File: config.mk
export PLATFORM = sky130hd
export DESIGN_NAME = pipe_hazard_ctrl
export DESIGN_NICKNAME = d
export VERILOG_FILES = /design/src/rtl/hazard_pkg.sv /design/src/rtl/hazard_fwd_sel.sv /design/src/rtl/pipe_hazard_ctrl.sv
export SDC_FILE = /design/constraint.sdc
export NUM_CORES = 1
export LEC_CHECK = 0
export ABC_CLOCK_PERIOD_IN_PS = 3100
export BUFFER_PORTS_ARGS = -buffer_cell sky130_fd_sc_hd__buf_2
export CAP_MARGIN = 20
export CORE_ASPECT_RATIO = 0.9
export CORE_MARGIN = 2
export CORE_UTILIZATION = 47
export CTS_CLUSTER_SIZE = 8
export DETAILED_ROUTE_END_ITERATION = 8
export PLACE_DENSITY = 0.84
export SYNTH_ARGS = -nofsm -noshare
export SYNTH_HDL_FRONTEND = slang
export SYNTH_SLANG_ARGS = --single-unit
File: constraint.sdc
create_clock -name clk -period 3.1 [get_ports clk]
set_input_delay 0.31 -clock clk [delete_from_list [all_inputs] [get_ports clk]]
set_output_delay 0.31 -clock clk [all_outputs]
set_load 0.02 [all_outputs]
File: src/rtl/hazard_pkg.sv
// Shared types for the pipeline hazard controller: FSM state encoding and
// operand forward-select codes.
package hazard_pkg;

  typedef enum logic [1:0] {
    DRAIN = 2'b00,
    RUN   = 2'b01,
    DMISS = 2'b10
  } hz_state_t;

  localparam logic [1:0] FWD_RF = 2'b00;
  localparam logic [1:0] FWD_M  = 2'b10;
  localparam logic [1:0] FWD_W  = 2'b01;

endpackage

File: src/rtl/hazard_fwd_sel.sv
// Operand forward select for one E-stage source register; M result wins over W,
// and x0 is never forwarded.
module hazard_fwd_sel
  import hazard_pkg::*;
#(
  parameter int REG_AW = 5
) (
  input  logic              en,
  input  logic              rs_used,
  input  logic [REG_AW-1:0] rs,
  input  logic [REG_AW-1:0] rd_m,
  input  logic [REG_AW-1:0] rd_w,
  input  logic              reg_write_m,
  input  logic              reg_write_w,
  output logic [1:0]        fwd
);

  always_comb begin
    fwd = FWD_RF;
    if (en && rs_used) begin
      if (reg_write_m && (rd_m != '0) && (rd_m == rs)) begin
        fwd = FWD_M;
      end else if (reg_write_w && (rd_w != '0) && (rd_w == rs)) begin
        fwd = FWD_W;
      end
    end
  end

endmodule

File: src/rtl/pipe_hazard_ctrl.sv
// Five-stage pipeline hazard controller: stall/flush sequencing, forwarding and
// D-cache miss supervision. Optional perf counters under HAZARD_PERF_CNT_EN.
//   state | meaning
//   DRAIN | post-reset flush, every stage cleared until drain counter empties
//   RUN   | normal operation, per-cycle hazard resolution
//   DMISS | D-cache miss pending, F..M frozen, W bubbled
module pipe_hazard_ctrl
  import hazard_pkg::*;
#(
  parameter int REG_AW           = 5,
  parameter int RST_FLUSH_CYCLES = 2,
  parameter int MISS_TIMEOUT     = 255
) (
  input  logic              clk,
  input  logic              CpuRst,
  input  logic              ICacheMiss,
  input  logic              DCacheMiss,
  input  logic              BranchE,
  input  logic              JalrE,
  input  logic              JalD,
  input  logic [REG_AW-1:0] Rs1D,
  input  logic [REG_AW-1:0] Rs2D,
  input  logic [REG_AW-1:0] Rs1E,
  input  logic [REG_AW-1:0] Rs2E,
  input  logic [REG_AW-1:0] RdE,
  input  logic [REG_AW-1:0] RdM,
  input  logic [REG_AW-1:0] RdW,
  input  logic [1:0]        RegReadE,
  input  logic              MemToRegE,
  input  logic              RegWriteM,
  input  logic              RegWriteW,
  output logic              StallF,
  output logic              StallD,
  output logic              StallE,
  output logic              StallM,
  output logic              StallW,
  output logic              FlushF,
  output logic              FlushD,
  output logic              FlushE,
  output logic              FlushM,
  output logic              FlushW,
  output logic [1:0]        Forward1E,
  output logic [1:0]        Forward2E,
  output logic [1:0]        HazState,
  output logic              MissTimeout,
  output logic [31:0]       StallCycles,
  output logic [31:0]       FlushEvents
);

  localparam logic [3:0]  DRAIN_LOAD = 4'(RST_FLUSH_CYCLES);
  localparam logic [15:0] MISS_TO    = 16'(MISS_TIMEOUT);

  hz_state_t   state, state_nxt;
  logic [3:0]  drain_cnt, drain_nxt;
  logic [15:0] miss_cnt, miss_inc;
  logic        lu_done, lu_act;
  logic        fwd_en;
  logic        load_use, redirect;

  assign load_use = MemToRegE && (RdE != '0) && ((RdE == Rs1D) || (RdE == Rs2D));
  assign redirect = BranchE || JalrE;
  assign miss_inc = (miss_cnt == MISS_TO) ? miss_cnt : miss_cnt + 16'd1;
  assign HazState = state;

  always_comb begin
    state_nxt = state;
    drain_nxt = drain_cnt;
    lu_act    = 1'b0;
    fwd_en    = 1'b1;
    {StallF, StallD, StallE, StallM, StallW} = 5'b00000;
    {FlushF, FlushD, FlushE, FlushM, FlushW} = 5'b00000;
    if (CpuRst) begin
      {FlushF, FlushD, FlushE, FlushM, FlushW} = 5'b11111;
      fwd_en = 1'b0;
    end else begin
      case (state)
        DRAIN: begin
          {FlushF, FlushD, FlushE, FlushM, FlushW} = 5'b11111;
          fwd_en    = 1'b0;
          drain_nxt = (drain_cnt == '0) ? '0 : drain_cnt - 4'd1;
          if (drain_nxt == '0) state_nxt = RUN;
        end
        RUN: begin
          if (DCacheMiss) begin
            {StallF, StallD, StallE, StallM} = 4'b1111;
            FlushW    = 1'b1;
            state_nxt = DMISS;
          end else if (redirect) begin
            FlushD = 1'b1;
            FlushE = 1'b1;
          end else if (load_use && !lu_done) begin
            // lu_done blocks a second bubble if the load is still seen in E
            StallF = 1'b1;
            StallD = 1'b1;
            FlushE = 1'b1;
            lu_act = 1'b1;
          end else begin
            StallF = ICacheMiss;
            FlushD = ICacheMiss | JalD;
          end
        end
        DMISS: begin
          {StallF, StallD, StallE, StallM} = 4'b1111;
          FlushW = 1'b1;
          if (!DCacheMiss) state_nxt = RUN;
        end
        default: begin
          {FlushF, FlushD, FlushE, FlushM, FlushW} = 5'b11111;
          fwd_en    = 1'b0;
          state_nxt = DRAIN;
          drain_nxt = DRAIN_LOAD;
        end
      endcase
    end
  end

  always_ff @(posedge clk) begin
    if (CpuRst) begin
      state       <= DRAIN;
      drain_cnt   <= DRAIN_LOAD;
      miss_cnt    <= '0;
      MissTimeout <= 1'b0;
      lu_done     <= 1'b0;
    end else begin
      state     <= state_nxt;
      drain_cnt <= drain_nxt;
      lu_done   <= lu_act;
      if (state == DMISS) begin
        miss_cnt <= (state_nxt == RUN) ? '0 : miss_inc;
        if (miss_inc == MISS_TO) MissTimeout <= 1'b1;
      end
    end
  end

  hazard_fwd_sel #(.REG_AW(REG_AW)) u_fwd1 (
    .en          (fwd_en),
    .rs_used     (RegReadE[1]),
    .rs          (Rs1E),
    .rd_m        (RdM),
    .rd_w        (RdW),
    .reg_write_m (RegWriteM),
    .reg_write_w (RegWriteW),
    .fwd         (Forward1E)
  );

  hazard_fwd_sel #(.REG_AW(REG_AW)) u_fwd2 (
    .en          (fwd_en),
    .rs_used     (RegReadE[0]),
    .rs          (Rs2E),
    .rd_m        (RdM),
    .rd_w        (RdW),
    .reg_write_m (RegWriteM),
    .reg_write_w (RegWriteW),
    .fwd         (Forward2E)
  );

`ifdef HAZARD_PERF_CNT_EN
  logic [31:0] stall_cyc, flush_evt;
  logic        any_stall;

  assign any_stall = StallF | StallD | StallE | StallM | StallW;

  always_ff @(posedge clk) begin
    if (CpuRst) begin
      stall_cyc <= '0;
      flush_evt <= '0;
    end else begin
      if ((state == RUN || state == DMISS) && any_stall && (stall_cyc != '1))
        stall_cyc <= stall_cyc + 32'd1;
      if ((FlushD || FlushE) && (flush_evt != '1))
        flush_evt <= flush_evt + 32'd1;
    end
  end

  assign StallCycles = stall_cyc;
  assign FlushEvents = flush_evt;
`else
  assign StallCycles = '0;
  assign FlushEvents = '0;
`endif

endmodule

# --- Yosys cells after proc, flatten, opt, wreduce, memory -nomap -nowiden ---
# Cells that the tools add are included.
op_classes:
  eq_ne: 11
  bitwise: 2
  n_addsub: 2
  muxes: 43
  reduce_logical: 23
op_table:
  columns: ["operator", "n"]
  rows:
  - ["equality test 16 x 8 -> 1 bit, second input constant", 2]
  - ["2-to-1 mux 16 bit", 2]
  - ["equality test 5 bit", 6]
  - ["2-to-1 mux 1 bit", 25]
  - ["adder 16 x 1 -> 16 bit, second input constant", 1]
  - ["2-to-1 mux 2 bit", 8]
  - ["nonzero test 5 bit", 3]
  - ["logical AND 1 bit", 11]
  - ["case mux 1 bit (2 select lines)", 5]
  - ["zero test 4 bit", 2]
  - ["case mux 4 bit (2 select lines)", 1]
  - ["case mux 2 bit (3 select lines)", 1]
  - ["equality test 2 x 1 -> 1 bit, second input constant", 2]
  - ["2-to-1 mux 4 bit", 1]
  - ["subtractor 4 x 1 -> 4 bit, second input constant", 1]
  - ["OR reduction 3 bit", 1]
  - ["equality test 2 bit, second input constant", 1]
  - ["zero test 2 bit", 1]
  - ["logical OR 1 bit", 2]
  - ["AND reduction 2 bit", 1]
  - ["OR reduction 2 bit", 1]
  - ["zero test 1 bit", 1]
  - ["NOT 1 bit", 1]
  - ["bitwise OR 1 bit", 1]
word_totals:
  ff_bits: 24
  wordCells: 86
  inputBits: 47
  out_inout_bits: 81

# --- Depth between registers and ports, before layout ---
logic_depth:
  word_depth: 9
  depth_mapped: 10
  depth_no_buf: 8

# --- Modules after synthesis ---
# From an unflattened synthesis, not the netlist that was laid out.
hier_totals:
  cells_unflattened: 350
  area_unflattened_um2: 2680.1
modules_own_cells:
  columns: ["module", "area_each_um2", "cells_each", "seq_area_each_um2", "n_inst"]
  rows:
  - ["pipe_hazard_ctrl", 2354.8, 308, 480.5, 1]
  - ["hazard_fwd_sel", 162.7, 21, 0.0, 2]

# --- Least setup slack after synthesis ---
# Ideal clock, no wire load.
synth_path:
  path_type: "reg-to-reg"
  from: "reg state[1] (netlist: HazState[1])"
  to: "reg miss_cnt[6]"
  period_less_slack_ps: 2345
  setup_ps: 86
  arrival_ps: 2260
  stages_incl_launch_ff: 10
  path_buffers: 1
  slack_ps: 755
  required_ps: 3014
  path_cell_list: "dfxtp_1 -> inv_1 -> ha_1 -> nor2b_1 -> o21ai_0 -> nand2_1 -> o221ai_1 -> clkbuf_1 -> nand2_1 -> a211oi_1"
synth_via:
  elab_chain_len: 5
  elab_cells_between_ends: 10
  cone_classes: "eq/ne (3); mux (6); reduce/logical (1)"
synth_rtl:
  columns: ["item", "line", "source"]
  rows:
  - ["start: declaration", "pipe_hazard_ctrl.sv:53", "hz_state_t state, state_nxt;"]
  - ["start signal: assignment", "pipe_hazard_ctrl.sv:125", "state <= state_nxt;"]
  - ["equality test 2 bit, or another cell as far along", "pipe_hazard_ctrl.sv:76, pipe_hazard_ctrl.sv:128", null]
  - ["case mux 2 bit (3 select lines)", "pipe_hazard_ctrl.sv:76", "case (state)"]
  - ["2-to-1 mux 2 bit", "pipe_hazard_ctrl.sv:72", "if (CpuRst) begin"]
  - ["equality test 2 x 1 -> 1 bit", "pipe_hazard_ctrl.sv:129", "miss_cnt <= (state_nxt == RUN) ? '0 : miss_inc;"]
  - ["2-to-1 mux 16 bit", "pipe_hazard_ctrl.sv:129", null]
  - ["end signal: assignment", "pipe_hazard_ctrl.sv:129", null]
  - ["end: declaration", "pipe_hazard_ctrl.sv:55", "logic [15:0] miss_cnt, miss_inc;"]
# Parallel ways exist; a longest one is shown, timed or not.
# A chain may end at the register's enable or synchronous reset.

# --- Final worst setup path ---
layout_path:
  from: "reg miss_cnt[0]"
  to: "reg MissTimeout"
layout_via:
  elab_chain_len: 4
  elab_cells_between_ends: 5
  cone_classes: "add/sub (1); eq/ne (2); mux (1); reduce/logical (1)"
layout_rtl:
  columns: ["item", "line", "source"]
  rows:
  - ["adder 16 x 1 -> 16 bit / equality test 16 x 8 -> 1 bit (equally long branches)", "pipe_hazard_ctrl.sv:62", "assign miss_inc = (miss_cnt == MISS_TO) ? miss_cnt : miss_cnt + 16'd1;"]
  - ["2-to-1 mux 16 bit *", "pipe_hazard_ctrl.sv:62", null]
  - ["equality test 16 x 8 -> 1 bit *", "pipe_hazard_ctrl.sv:130", "if (miss_inc == MISS_TO) MissTimeout <= 1'b1;"]
  - ["AND reduction 2 bit (no line) *", null, null]
  - ["end signal: assignment", "pipe_hazard_ctrl.sv:122", "MissTimeout <= 1'b0;"]
  - ["end signal: assignment", "pipe_hazard_ctrl.sv:130", null]
  - ["end: declaration", "pipe_hazard_ctrl.sv:45", "output logic MissTimeout,"]
# Mark *: on every way between the ends. The rest lies on a longest branch, timed or not.

==> summary by stage <==
Status
The flow ran to the end, and the final reports show no timing, DRC or antenna violations.

Floorplan
The core area is 5286 µm². The top-level port count is 128. The height of the die is roughly 75 µm. For this configuration, the core starts out at a cell density of 0.4911. The floorplan has 25 rows. The x dimension of the die is just over 80 µm. The area of the die is ~6000 µm².

Critical path
Following the worst setup path forward leads to its endpoint at MissTimeout. The start of the worst register-to-register path is miss_cnt[0]. The worst register-to-register path has a setup slack of 0.62 ns. The critical path is of the reg -> reg type.

The worst flop-to-flop path endpoint is MissTimeout. STA classifies the critical path endpoint as a flip-flop. The data arrival time of the worst path is 2.67 ns. Tracing the worst setup path back leads to its startpoint at miss_cnt[0].

The maximum fanout along the worst path is 8. The data required time of the critical path is 3.29 ns. STA classifies the critical path startpoint as a flip-flop. The worst register-to-register path has a depth of 6.

Global route
The first global-routing pass estimated 9.087 mm of wire. The via count of the first global-routing pass is 2,084. The number of antenna violations at the first check in global routing is 0. Entering global routing, the biggest net connects 35 pins. The final global-route overflow total is 0.

For this run, the total global-route usage over all layers was measured as 0.1857.

Pwr
The leakage power total is 1.173 nW. The power per cell area is between 400 and 500 nW/µm². IR analysis of the VDD net gives a maximum drop of ~260 µV.

Timing
The count of pins over their slew limit is 0. The transition time of the tightest slew-check pin is 0.5972 ns. The setup TNS is 0 ns. The number of setup violations in the final report is 0.

The number of endpoints with negative hold slack in the final report is 0. Derived from the worst setup path, the maximum achievable clock frequency is ~400 MHz. Setup repair after global routing left no endpoint under its margin. The worst-case clock skew is ~0.0056 ns. Dividing the final minimum period by the clock period gives 0.8004. The minimum clock period is ~2.5 ns.

The max-slew headroom at the worst pin is 0.5988.

Cells and area
The area growth from synthesis to layout is 5.301%. The register area is slightly below 500 µm². The most common library cell in the layout ignoring fill and taps is sky130_fd_sc_hd__conb_1.

The total area of multi-input combinational cells is 1767 µm². The share of final-layout standard cells stronger than drive strength 1 is 0.1914. In the final design database the tool counted 450 nets. Counting the fill cells in the layout gives 522. The library cells used most frequently in the layout, excluding fill and tap cells, are sky130_fd_sc_hd__conb_1 (65), sky130_fd_sc_hd__buf_2 (62), sky130_fd_sc_hd__dfxtp_1 (24). After the flow finishes, the layout carries non-filler instances totaling around 460.

The number of antenna diodes in the final layout is 0.

Clock network
CTS built an H-tree with a depth of 1. The number of buffers inserted by hold repair at cts is 0. The number of instances resized during post-cts repair is 0. The CTS buffer count is 3. TritonCTS built the clock tree. The clock tree root driver cell is sky130_fd_sc_hd__clkbuf_8. The clock latency of the later-clocked register in the worst-skew pair is 0.28 ns. The worst-case clock buffer depth is 2. The clock-pin slew reported for the worst setup and hold paths after clock tree synthesis is around 0.090 ns.

The number of setup buffers added after CTS is 0. The sink count of the clock tree is 24.

Drt
The first TritonRoute pass finished after 4 iterations. In the final routed layout, each cell accounts on average for 12.28 µm. After detailed routing, the total wire length is 5.699 mm.

In this run, the number of DRC markers left after iteration 0 of detailed routing was 81. The via count normalized by instance count is 5.175. The overall via count from detail_route is 2,401. After detailed routing, the number of remaining DRC violations is 0. The count of nets left with antenna violations once routing finished came out at 0.

Job
The reported max-cap violation count is 0.

Placed design
The cell total after placement is 460. The congestion estimate from routability-driven global placement came to 0.9790. Input and output buffers added on the ports amount to 62. Detailed placement ended at an HPWL of between 4 and 5 mm.

Logic synthesis
The cell area after technology mapping is 2596 µm². The Yosys step of the flow raised 0 warnings. The average cell area after synthesis is 7.482 µm².

In the synthesized netlist, the number of instances is 347. After synthesis, the share of cell area in mux cells is 0. Of the total synthesized cell area, the portion taken by AND, OR, NAND and NOR gates is 0.2843. After synthesis, the largest family of logic cells by area is simple AND/OR/NAND/NOR gates.

The share of flip-flops with an asynchronous set or reset is 0. In this run, synthesis inferred 0 flip-flops with an integrated enable. The number of distinct library cells after synthesis is 48. The post-synthesis register bit count is 24. Of the total synthesized cell area, the portion taken by XOR and XNOR cells is 0.1181.

For this run, the leading register cell type out of synthesis is sky130_fd_sc_hd__dfxtp_1. Of the synthesized area, sequential elements account for 0.1851. The area fraction in compound gates after synthesis came to 0.1600. Of the total synthesized cell area, the portion taken by full adders, half adders and majority gates is 0.02410.

Worst hold path
The class of the most critical hold timing path is in -> reg.
critical path, stage by stage, from the launching register on:
cell and delay (ns):
sky130_fd_sc_hd__dfxtp_1 0.49, sky130_fd_sc_hd__ha_1 0.33, sky130_fd_sc_hd__nand4_1 0.31, sky130_fd_sc_hd__nor3_1 0.49, sky130_fd_sc_hd__a311oi_1 0.16, sky130_fd_sc_hd__or2_2 0.30
sky130_fd_sc_hd__o41ai_2 0.32
kinds of logic after synthesis:
group           after synthesis
fa+ha+maj                     5
compound gates               67
xor+xnor                     35
other cells                   1
flops                        24
simple gates                127
buf+inv                      88
cell usage after synthesis (all sizes together), types with 3 or more instances:
cell type   n  area share
buf        69        0.20
a21oi      24       0.048
dfxtp      24        0.19
nand3      21       0.040
xor2       20       0.067
nor2       17       0.025
o21ai      15       0.029
xnor2      15       0.051
clkbuf     13       0.019
nor3       13       0.025
nand2b     12       0.029
a31oi      11       0.027
nand2       9       0.013
nand4       9       0.022
nor2b       9       0.022
and3        6       0.014
inv         6      0.0087
ha          5       0.024
nand3b      5       0.014
nor4        5       0.014
or4         5       0.016
nand4b      4       0.013
or3         4       0.012
or2         3      0.0082
how the worst min path moves through the flow:
stage | startpoint | endpoint | slack, ns | cells after the start
floorplan | drain_cnt[2] | drain_cnt[2] | 0.47 | 2
global placement | MissTimeout | MissTimeout | 0.46 | 2
detailed placement | MissTimeout | MissTimeout | 0.48 | 2
CTS | JalrE | lu_done | 0.39 | 3
global route | JalrE | lu_done | 0.40 | 3
finish | JalrE | lu_done | 0.39 | 3
through the flow:
| step | hold slack [ns] | setup WS [ns] | utilization | power (mW) | cell area (µm²) |
|---|---|---|---|---|---|
| finish | 0.3914 | 0.6187 | 0.5172 | 1.231 | 2734 |
| global route | 0.3981 | 0.3273 | 0.5172 | 1.328 | 2734 |
| CTS | 0.3903 | 0.6396 | 0.5172 | 1.235 | 2734 |
| detailed placement | 0.4772 | 0.6678 | 0.5067 | 1.011 | 2679 |
| global placement | 0.4616 | 0.7968 | 0.5067 | 0.9919 | 2679 |
| floorplan | 0.4726 | 0.7545 | - | 0.9185 | 2836 |
report_power, final:
part	switching (mW)	internal, mW
registers	0.0501	0.341
logic	0.401	0.218
clock network	0.107	0.114
total	0.559	0.673
flip-flops by register name, summed over array words and instances (netlist names):
signal	count
HazState	2
drain_cnt	4
MissTimeout	1
miss_cnt	16
lu_done	1
area by class of cell:
type | instances | share of cell area
Multi-Input combinational cell | 299 | 0.6462
Sequential cell | 24 | 0.1757
Timing Repair Buffer | 64 | 0.1190
Tap cell | 67 | 0.03066
Clock buffer | 4 | 0.02014
Inverter | 6 | 0.008238
per-layer routing:
metal / wire [µm] / track usage
met1: 2427 / 0.2286
met2: 2903 / 0.3280
met3: 320 / 0.03277
met4: 48 / 0.05926
met5: 0 / 0
Note: power is estimated with default switching activity, not from simulation.
